--- config.mk ---
export PLATFORM = sky130hd
export DESIGN_NAME = stopwatch_core
export DESIGN_NICKNAME = d
export VERILOG_FILES = /design/src/rtl/stopwatch_core.sv
export SDC_FILE = /design/constraint.sdc
export NUM_CORES = 1
export LEC_CHECK = 0
export ABC_AREA = 1
export CAP_MARGIN = 30
export CORE_MARGIN = 2
export CORE_UTILIZATION = 45
export CTS_BUF_LIST = sky130_fd_sc_hd__clkbuf_8
export DETAILED_ROUTE_END_ITERATION = 8
export GPL_TIMING_DRIVEN = 1
export HOLD_SLACK_MARGIN = 0.06
export PLACE_DENSITY = 0.71
export SYNTH_ARGS = -nofsm -noshare
export SYNTH_HDL_FRONTEND = slang
export SYNTH_SLANG_ARGS = --single-unit
--- constraint.sdc ---
create_clock -name clk -period 1.88 [get_ports clk]
set_input_delay 0.376 -clock clk [delete_from_list [all_inputs] [get_ports clk]]
set_output_delay 0.376 -clock clk [all_outputs]
set_load 0.02 [all_outputs]
--- src/rtl/stopwatch_core.sv ---
// MM:SS stopwatch with run/pause/adjust modes, BCD digit registers and a
// rollover pulse. Every output is a flop; strobes take effect on the edge they are sampled.
module stopwatch_core #(
    parameter int MAX_MIN = 59
) (
    input  logic       clk,
    input  logic       rst,
    input  logic       tick_1hz,
    input  logic       tick_adj,
    input  logic       pause_p,
    input  logic       clear_p,
    input  logic       adj,
    input  logic       sel,
    output logic [3:0] min_tens,
    output logic [3:0] min_ones,
    output logic [3:0] sec_tens,
    output logic [3:0] sec_ones,
    output logic       running,
    output logic       blink,
    output logic       wrap_p
);

    typedef enum logic [1:0] {
        ST_PAUSE  = 2'd0,
        ST_RUN    = 2'd1,
        ST_ADJUST = 2'd2
    } state_e;

    localparam logic [3:0] MIN_LIM_T = 4'(MAX_MIN / 10);
    localparam logic [3:0] MIN_LIM_O = 4'(MAX_MIN % 10);
    localparam logic [3:0] SEC_LIM_T = 4'd5;
    localparam logic [3:0] SEC_LIM_O = 4'd9;

    state_e     state_q, state_d;
    logic [3:0] min_t_q, min_t_d;
    logic [3:0] min_o_q, min_o_d;
    logic [3:0] sec_t_q, sec_t_d;
    logic [3:0] sec_o_q, sec_o_d;
    logic       running_q, running_d;
    logic       blink_q, blink_d;
    logic       wrap_q, wrap_d;
    logic [7:0] sec_step, min_step;
    logic       sec_at_lim, min_at_lim;

    // Two-digit BCD increment that returns to 00 after the given limit.
    function automatic logic [7:0] bcd_inc(input logic [3:0] t, input logic [3:0] o,
                                           input logic [3:0] lim_t, input logic [3:0] lim_o);
        logic [7:0] r;
        if (t == lim_t && o == lim_o) begin
            r = 8'h00;
        end else if (o == 4'd9) begin
            r = {t + 4'd1, 4'd0};
        end else begin
            r = {t, o + 4'd1};
        end
        return r;
    endfunction

    function automatic logic bcd_at_lim(input logic [3:0] t, input logic [3:0] o,
                                        input logic [3:0] lim_t, input logic [3:0] lim_o);
        return (t == lim_t) && (o == lim_o);
    endfunction

    assign sec_step   = bcd_inc(sec_t_q, sec_o_q, SEC_LIM_T, SEC_LIM_O);
    assign min_step   = bcd_inc(min_t_q, min_o_q, MIN_LIM_T, MIN_LIM_O);
    assign sec_at_lim = bcd_at_lim(sec_t_q, sec_o_q, SEC_LIM_T, SEC_LIM_O);
    assign min_at_lim = bcd_at_lim(min_t_q, min_o_q, MIN_LIM_T, MIN_LIM_O);

    always_ff @(posedge clk or negedge rst) begin
        if (!rst) begin
            state_q   <= ST_PAUSE;
            min_t_q   <= 4'd0;
            min_o_q   <= 4'd0;
            sec_t_q   <= 4'd0;
            sec_o_q   <= 4'd0;
            running_q <= 1'b0;
            blink_q   <= 1'b0;
            wrap_q    <= 1'b0;
        end else begin
            state_q   <= state_d;
            min_t_q   <= min_t_d;
            min_o_q   <= min_o_d;
            sec_t_q   <= sec_t_d;
            sec_o_q   <= sec_o_d;
            running_q <= running_d;
            blink_q   <= blink_d;
            wrap_q    <= wrap_d;
        end
    end

    // Clear keeps the adjust session open; otherwise adj dominates pause.
    always_comb begin
        state_d = state_q;
        if (clear_p) begin
            if (state_q != ST_ADJUST) begin
                state_d = ST_PAUSE;
            end
        end else if (state_q != ST_ADJUST) begin
            if (adj) begin
                state_d = ST_ADJUST;
            end else if (pause_p) begin
                state_d = (state_q == ST_RUN) ? ST_PAUSE : ST_RUN;
            end
        end else if (!adj) begin
            state_d = ST_PAUSE;
        end
    end

    always_comb begin
        min_t_d = min_t_q;
        min_o_d = min_o_q;
        sec_t_d = sec_t_q;
        sec_o_d = sec_o_q;
        blink_d = blink_q;
        wrap_d  = 1'b0;
        if (clear_p) begin
            min_t_d = 4'd0;
            min_o_d = 4'd0;
            sec_t_d = 4'd0;
            sec_o_d = 4'd0;
        end else if (state_q != ST_ADJUST) begin
            if (adj) begin
                blink_d = 1'b0;
            end else if (!pause_p && state_q == ST_RUN && tick_1hz) begin
                {sec_t_d, sec_o_d} = sec_step;
                if (sec_at_lim) begin
                    {min_t_d, min_o_d} = min_step;
                    wrap_d             = min_at_lim;
                end
            end
        end else if (!adj) begin
            blink_d = 1'b0;
        end else if (tick_adj) begin
            // Adjust wraps each field on its own; no carry between fields.
            blink_d = ~blink_q;
            if (sel) begin
                {sec_t_d, sec_o_d} = sec_step;
            end else begin
                {min_t_d, min_o_d} = min_step;
            end
        end
    end

    always_comb begin
        running_d = (state_d == ST_RUN);
    end

    assign min_tens = min_t_q;
    assign min_ones = min_o_q;
    assign sec_tens = sec_t_q;
    assign sec_ones = sec_o_q;
    assign running  = running_q;
    assign blink    = blink_q;
    assign wrap_p   = wrap_q;

    a_digit_range: assert property (@(posedge clk) disable iff (!rst)
        (min_t_q <= 4'd5) && (sec_t_q <= 4'd5) && (min_o_q <= 4'd9) && (sec_o_q <= 4'd9));
    a_blink_adjust_only: assert property (@(posedge clk) disable iff (!rst)
        (state_q != ST_ADJUST) |-> !blink_q);
    a_wrap_single: assert property (@(posedge clk) disable iff (!rst)
        wrap_q |=> !wrap_q);
    a_running_state: assert property (@(posedge clk) disable iff (!rst)
        running_q == (state_q == ST_RUN));

endmodule

# Yosys cells after proc, flatten, opt, wreduce, memory -nomap -nowiden

Cells that the tools add are included.

Register bits: 21
Output and inout port bits: 19

Add/sub/neg operators: 4
Mux-type cells: 50
Equal/unequal tests: 11
Bitwise operators: 2
Reduce and logical (&&, ||, !) cells: 13

Operator list:

| operator                                                               | number |
|---|---|
| 4-bit 2-to-1 mux                                                       | 30 |
| 8-bit 2-to-1 mux                                                       | 4 |
| 4-bit by 1-bit adder with 4-bit output (second input constant)         | 4 |
| 3-bit nonzero test                                                     | 5 |
| 2-bit 2-to-1 mux                                                       | 6 |
| 1-bit 2-to-1 mux                                                       | 10 |
| 4-bit by 3-bit equality test with 1-bit output (second input constant) | 2 |
| 4-bit equality test (second input constant)                            | 2 |
| 3-bit by 2-bit != test with 1-bit output (second input constant)       | 2 |
| 6-bit AND reduction                                                    | 1 |
| 5-bit AND reduction                                                    | 1 |
| 2-bit by 1-bit equality test with 1-bit output (second input constant) | 2 |
| 1-bit logical AND                                                      | 4 |
| 2-bit != test (second input constant)                                  | 2 |
| 3-bit != test (second input constant)                                  | 1 |
| 3-bit AND reduction                                                    | 1 |
| 1-bit inverter                                                         | 2 |
| 1-bit logical NOT                                                      | 1 |

# Logic depth before layout (Yosys ltp)

Gate-level depths: netlist of the first run.

Depth after elaboration: 8
Gate-level depth with buffers: 9
Depth with buffers taken out: 9

# Least setup slack after synthesis of the first run

Ideal clock, no wire load.

Path kind: register -> register
From: register sec_o_q[0], in the netlist sec_ones[0]
To: register min_o_q[0], in the netlist min_ones[0]
Stages on the path, launching flop included: 9
Arrival: 1.416 ns
Setup slack: 0.346 ns
Cells stage by stage: dfrtp_1 -> ha_1 -> nand3_2 -> nor2_1 -> inv_1 -> nand2_1 -> nand2_1 -> nand2_1 -> nand2_1

Cells in the longest elaborated chain, start to end: 4

RTL lines:

| item                          | line | RTL |
|---|---|---|
| start, declared               | 38   | `logic [3:0] sec_o_q, sec_o_d;` |
| start signal, assigned        | 84   | `sec_o_q <= sec_o_d;` |
| 4-bit equality test           | 61   | `return (t == lim_t) && (o == lim_o);` |
| 1-bit logical AND             | 61   |  |
| 3-bit nonzero test (no line)  | n/a  |  |
| 6-bit AND reduction (no line) | n/a  |  |
| end signal, assigned          | 82   | `min_o_q <= min_o_d;` |
| end, declared                 | 36   | `logic [3:0] min_o_q, min_o_d;` |

Every way passes these cells.
A chain may end at the register's enable or synchronous reset.

# Final worst setup path of the first run

From: register min_t_q[0], in the netlist min_tens[0]
To: output min_tens[0]

RTL lines:

| item                   | line | RTL |
|---|---|---|
| start, declared        | 35   | `logic [3:0] min_t_q, min_t_d;` |
| start signal, assigned | 81   | `min_t_q <= min_t_d;` |
| end, declared          | 14   | `output logic [3:0] min_tens,` |

No word-level cell between the ends.

==> results of run 1 <==
-- state kept, by name (all words and copies together), names as in the netlist --
register / flops
blink: 1
min_ones: 4
min_tens: 4
running: 1
sec_ones: 4
sec_tens: 4
state_q: 2
wrap_p: 1
-- power by group --
part,switching [mW],internal [mW]
clock network,0.152,0.146
logic,0.196,0.148
registers,0.0502,0.489
-- logic make-up (layout without fill, tap and decap cells) --
kind of cell	after synthesis	count (layout)	share of synthesized area [%]
compound gates	8	8	3.73
xor+xnor	6	6	3.83
fa+ha+maj	8	8	7.29
buf+inv	21	55	5.74
flops	21	21	38.3
simple gates	127	127	41.2
-- per-stage QoR --
| step | setup slack (ns) | hold WS [ns] |
|---|---|---|
| after floorplan | 0.346 | 0.0804 |
| after global placement | -0.00545 | 0.512 |
| after detailed placement | -0.0498 | 0.523 |
| after CTS | 0.105 | 0.456 |
| after global routing | 0.0582 | 0.502 |
| final | 0.128 | 0.447 |
-- worst register-to-register path: cells and delay by family, from the launching register on --
kind / cells / cell delay (ns)
simple gates: 6 / 0.77
flops: 1 / 0.42
fa+ha+maj: 1 / 0.18
buf+inv: 2 / 0.15
-- cells in the mapped netlist (2+ instances only) --
library cell	n	area, sq um
nand3_1	22	110
nand2_1	59	221
nor3_1	2	10.0
dfrtp_1	21	526
o21ai_0	5	25.0
xnor2_1	4	35.0
xor2_1	2	17.5
nor2_2	4	25.0
nand4_1	3	18.8
a21oi_1	2	10.0
nand3_2	2	20.0
nand2_2	4	25.0
ha_1	8	100
inv_1	20	75.1
nor2_1	28	105
-- worst max path at each step --
stage | startpoint | end | slack, ns | cells past startpoint
floorplan | sec_ones[0]$_DFFE_PN0P_ | min_ones[0]$_DFFE_PN0P_ | 0.35 | 8
global placement | clear_p | sec_tens[0]$_DFFE_PN0P_ | -0.005 | 8
detailed placement | clear_p | sec_tens[1]$_DFFE_PN0P_ | -0.05 | 8
CTS | min_tens[0]$_DFFE_PN0P_ | min_tens[0] | 0.10 | 1
global route | min_tens[0]$_DFFE_PN0P_ | min_tens[0] | 0.06 | 1
finish | min_tens[0]$_DFFE_PN0P_ | min_tens[0] | 0.13 | 1
-- layout make-up --
type / instances / share of cell area, %
Clock buffer: 3 / 2.36
Clock inverter: 1 / 0.214
Inverter: 21 / 4.50
Multi-Input combinational cell: 149 / 44.0
Sequential cell: 21 / 30.0
Tap cell: 33 / 2.36
Timing Repair Buffer: 30 / 16.6
-- per-layer routing --
metal	vias to the layer above	track usage [%]	part of all wire (%)
li1	672	-	-
met1	590	25.8	47
met2	33	31.7	47
met3	4	3.06	4.7
met4	0	6.17	1.2
met5	-	0	0
==> impl_metrics.ini, run 1 <==
[global_routing]
grt_pass1_vias = 1202
grt_pass1_wl_um = 5220
antenna_found_initial = 0
grt_usage_pct = 19.3
grt.overflow.total = 0
grt_max_degree = 22

[pwr]
p_per_area_nw_per_um2 = 675
power.total_mw = 1.18
leakage_nw = 0.863
peakVddDrop_mv = 0.462

[synth]
yosysSeqAreaShare_pct = 38.3
async_reset_ff_share_pct = 100
ys_types = 20
synth_fp_nets = 207
synth_edf_count = 0
synthFlopType = dfrtp_1
syn_inst = 191
yosys_warnings = 0
ys_seq_elements = 21
postSynthAreaPerCell_sq_um = 7.19
mappedNetlistArea_sq_um = 1370

[drt]
first_iter_violations = 33
vias = 1299
viasPerCell = 5.03
drc = 0
wl_per_cell_um = 11.4
final_antenna_net_count = 0
first_pass_iters = 6
drt-total-wl_um = 2930

[placement]
gp_congestion = 0.812
placed_area_sq_um = 1710
port_buffers = 26
dpl.cell_count = 254
hpwl_um = 2310

[setup_path]
reg2reg_to = min_ones[0]$_DFFE_PN0P_
slowest_stage = clkdlybuf4s50_1
r2r_slack_ns = 0.24
worst-path-buf-inv = 1
rr_worst_depth = 9
reg2reg_from = sec_ones[1]$_DFFE_PN0P_
end_kind = output port
path_max_fanout = 7
cp.required_ns = 1.50
crit_family = buffers and inverters
crit_path_start_kind = register
path_cells = clkdlybuf4s50_1
path_class = register to output port
slowest_delay_ns = 0.66
cp.arrival_ns = 1.38

[finish]
multi_input_area_sq_um = 769
final_common_cell = nand2_1
instances_no_fill = 258
syn_to_final_growth_pct = 27.4
final_util_pct = 58.8
layout-drive-gt1-share_pct = 9.33
fillers = 270
antenna_cells = 0
seq_area_sq_um = 526
fin_area_sq_um = 1750
most-common-layout-cells = nand2_1 (59), nor2_1 (28), clkdlybuf4s50_1 (26)
nNetsFinal = 242

[sta]
hold_violations = 0
fin_skew_ns = 0.00572
setup-tns-final_ns = 0
worst_slew_pin_slew_ns = 0.481
grt_setup_unrepaired = false
layout_min_cycle_time_ns = 1.75
setup_viol = 0
finalMaxSlewViolations = 0
period_share_pct = 93.2
max_freq_mhz = 571
relSlewSlack_pct = 67.7

[floorplan]
die_h_um = 59.3
die_area_sq_um = 3510
rows = 20
dieWidth_um = 59.3
core_sq_um = 2980
initial_core_util_pct = 46.1
pin_count = 27

[cts]
cts_tree = built
cts_resized = 0
htreeDepth = 1
clock-root-buffer = clkbuf_8
numCtsBuffers = 3
clkSinkCount = 21
postCtsHoldBufs = 0
postCtsSetupBuffers = 0
clock_latency_ns = 0.26
cts_buffer_depth = 2
clkTransAtPathRegs_ns = 0.08

[status]
outcome = completed

[flow_run]
max_cap_viol_count = 0

[hold_path]
hp-class = input pin to async pin
No activity file was read; power rests on OpenSTA's default activity.
==> inputs of run 2 (changes only) <==
--- a/config.mk
+++ b/config.mk
@@ -13,6 +13,7 @@
 export DETAILED_ROUTE_END_ITERATION = 8
 export GPL_TIMING_DRIVEN = 1
 export HOLD_SLACK_MARGIN = 0.06
+export MAX_ROUTING_LAYER = met4
 export PLACE_DENSITY = 0.71
 export SYNTH_ARGS = -nofsm -noshare
 export SYNTH_HDL_FRONTEND = slang
==> run 2 against run 1 <==
Against the previous run: setup slack stayed put; critical path depth unchanged; sequential power barely moved; die area unchanged; wire length unchanged; maximum frequency did not move; first-iteration DRC count rose by 9.1%; non-clock buffer count did not move; global-route usage up 0.57 points; core utilization is the same; largest power group unchanged.
==> impl_metrics.ini, run 2 (synthesized netlist as in run 1, its figures left out) <==
[floorplan]
core_sq_um = 2980
dieWidth_um = 59.3
initial_core_util_pct = 46.1
die_area_sq_um = 3510
rows = 20
pin_count = 27
die_h_um = 59.3

[setup_path]
slowest_delay_ns = 0.66
cp.arrival_ns = 1.38
slowest_stage = clkdlybuf4s50_1
path_cells = clkdlybuf4s50_1
end_kind = output port
path_class = register to output port
crit_family = buffers and inverters
path_max_fanout = 7
worst-path-buf-inv = 1
cp.required_ns = 1.50
crit_path_start_kind = register

[cts]
htreeDepth = 1
numCtsBuffers = 3
clock-root-buffer = clkbuf_8
cts_buffer_depth = 2
cts_resized = 0
clkTransAtPathRegs_ns = 0.08
clock_latency_ns = 0.26
postCtsSetupBuffers = 0
postCtsHoldBufs = 0
clkSinkCount = 21
cts_tree = built

[pwr]
peakVddDrop_mv = 0.462
power.total_mw = 1.18
p_per_area_nw_per_um2 = 675
leakage_nw = 0.863

[finish]
most-common-layout-cells = nand2_1 (59), nor2_1 (28), clkdlybuf4s50_1 (26)
fillers = 270
final_util_pct = 58.8
multi_input_area_sq_um = 769
syn_to_final_growth_pct = 27.4
antenna_cells = 0
final_common_cell = nand2_1
seq_area_sq_um = 526
nNetsFinal = 242
layout-drive-gt1-share_pct = 9.33

[drt]
first_iter_violations = 36
drc = 0
final_antenna_net_count = 0
wl_per_cell_um = 11.4
drt-total-wl_um = 2930
viasPerCell = 5.03
first_pass_iters = 6
vias = 1299

[sta]
grt_setup_unrepaired = false
worst_slew_pin_slew_ns = 0.481
fin_skew_ns = 0.00572
relSlewSlack_pct = 67.7
setup_viol = 0
hold_violations = 0
finalMaxSlewViolations = 0
max_freq_mhz = 571
timing.final.ws_setup_ns = 0.128
period_share_pct = 93.2
holdWs_ns = 0.447
layout_min_cycle_time_ns = 1.75

[status]
outcome = completed

[global_routing]
grt_max_degree = 22
grt_pass1_vias = 1204
grt.overflow.total = 0
grt_pass1_wl_um = 5210
antenna_found_initial = 0
grt_usage_pct = 19.8

[flow_run]
max_cap_viol_count = 0

[placement]
dp_slack_ns = -0.0498
gp_congestion = 0.824
hpwl_um = 2310
port_buffers = 26

[hold_path]
hp-class = input pin to async pin
run 2: cell counts in the layout (fill, tap and decap cells not counted):
Identical to the previous run, type by type.
run 2: stage by stage:
step	instances	setup TNS, ns	instance area [sq um]
after floorplan	191	0	1370
after global placement	254	-0.00942	1710
after detailed placement	254	-0.384	1710
after CTS	258	0	1750
after global routing	258	0	1750
final	258	0	1750
run 2: final cells by class:
| cell class | instances | share of cell area (%) |
|---|---|---|
| tap | 33 | 2.36 |
| timing repair buffer | 30 | 16.6 |
| inverter | 21 | 4.50 |
| clock buffer | 3 | 2.36 |
| clock inverter | 1 | 0.214 |
| sequential | 21 | 30.0 |
| multi-input combinational | 149 | 44.0 |
run 2: worst paths after layout:
kind	cells past startpoint	slack, ns	to	startpoint
min in group clk	2	0.54	min_tens[3]$_DFFE_PN0P_	min_tens[3]$_DFFE_PN0P_
max in group asynchronous	2	1.21	wrap_p$_DFF_PN0_	rst
setup / recovery	1	0.13	min_tens[0]	min_tens[0]$_DFFE_PN0P_
hold reg to reg	2	0.54	min_tens[3]$_DFFE_PN0P_	min_tens[3]$_DFFE_PN0P_
setup reg to reg	9	0.24	min_ones[0]$_DFFE_PN0P_	sec_ones[1]$_DFFE_PN0P_
hold / removal	2	0.45	sec_ones[1]$_DFFE_PN0P_	rst
run 2: per-layer routing:
layer | vias up | part of all wire, % | global-route usage (%)
met5 | - | 0 | -
met4 | 0 | 1.2 | 6.17
met3 | 4 | 4.7 | 3.06
met2 | 33 | 47 | 31.7
met1 | 590 | 47 | 25.8
li1 | 672 | - | -
run 2: power by group:
group,total [mW],switching (mW),internal [mW],leakage [nW]
logic,0.344,0.196,0.148,0.551
registers,0.540,0.0502,0.489,0.285
clock network,0.297,0.152,0.146,0.0269
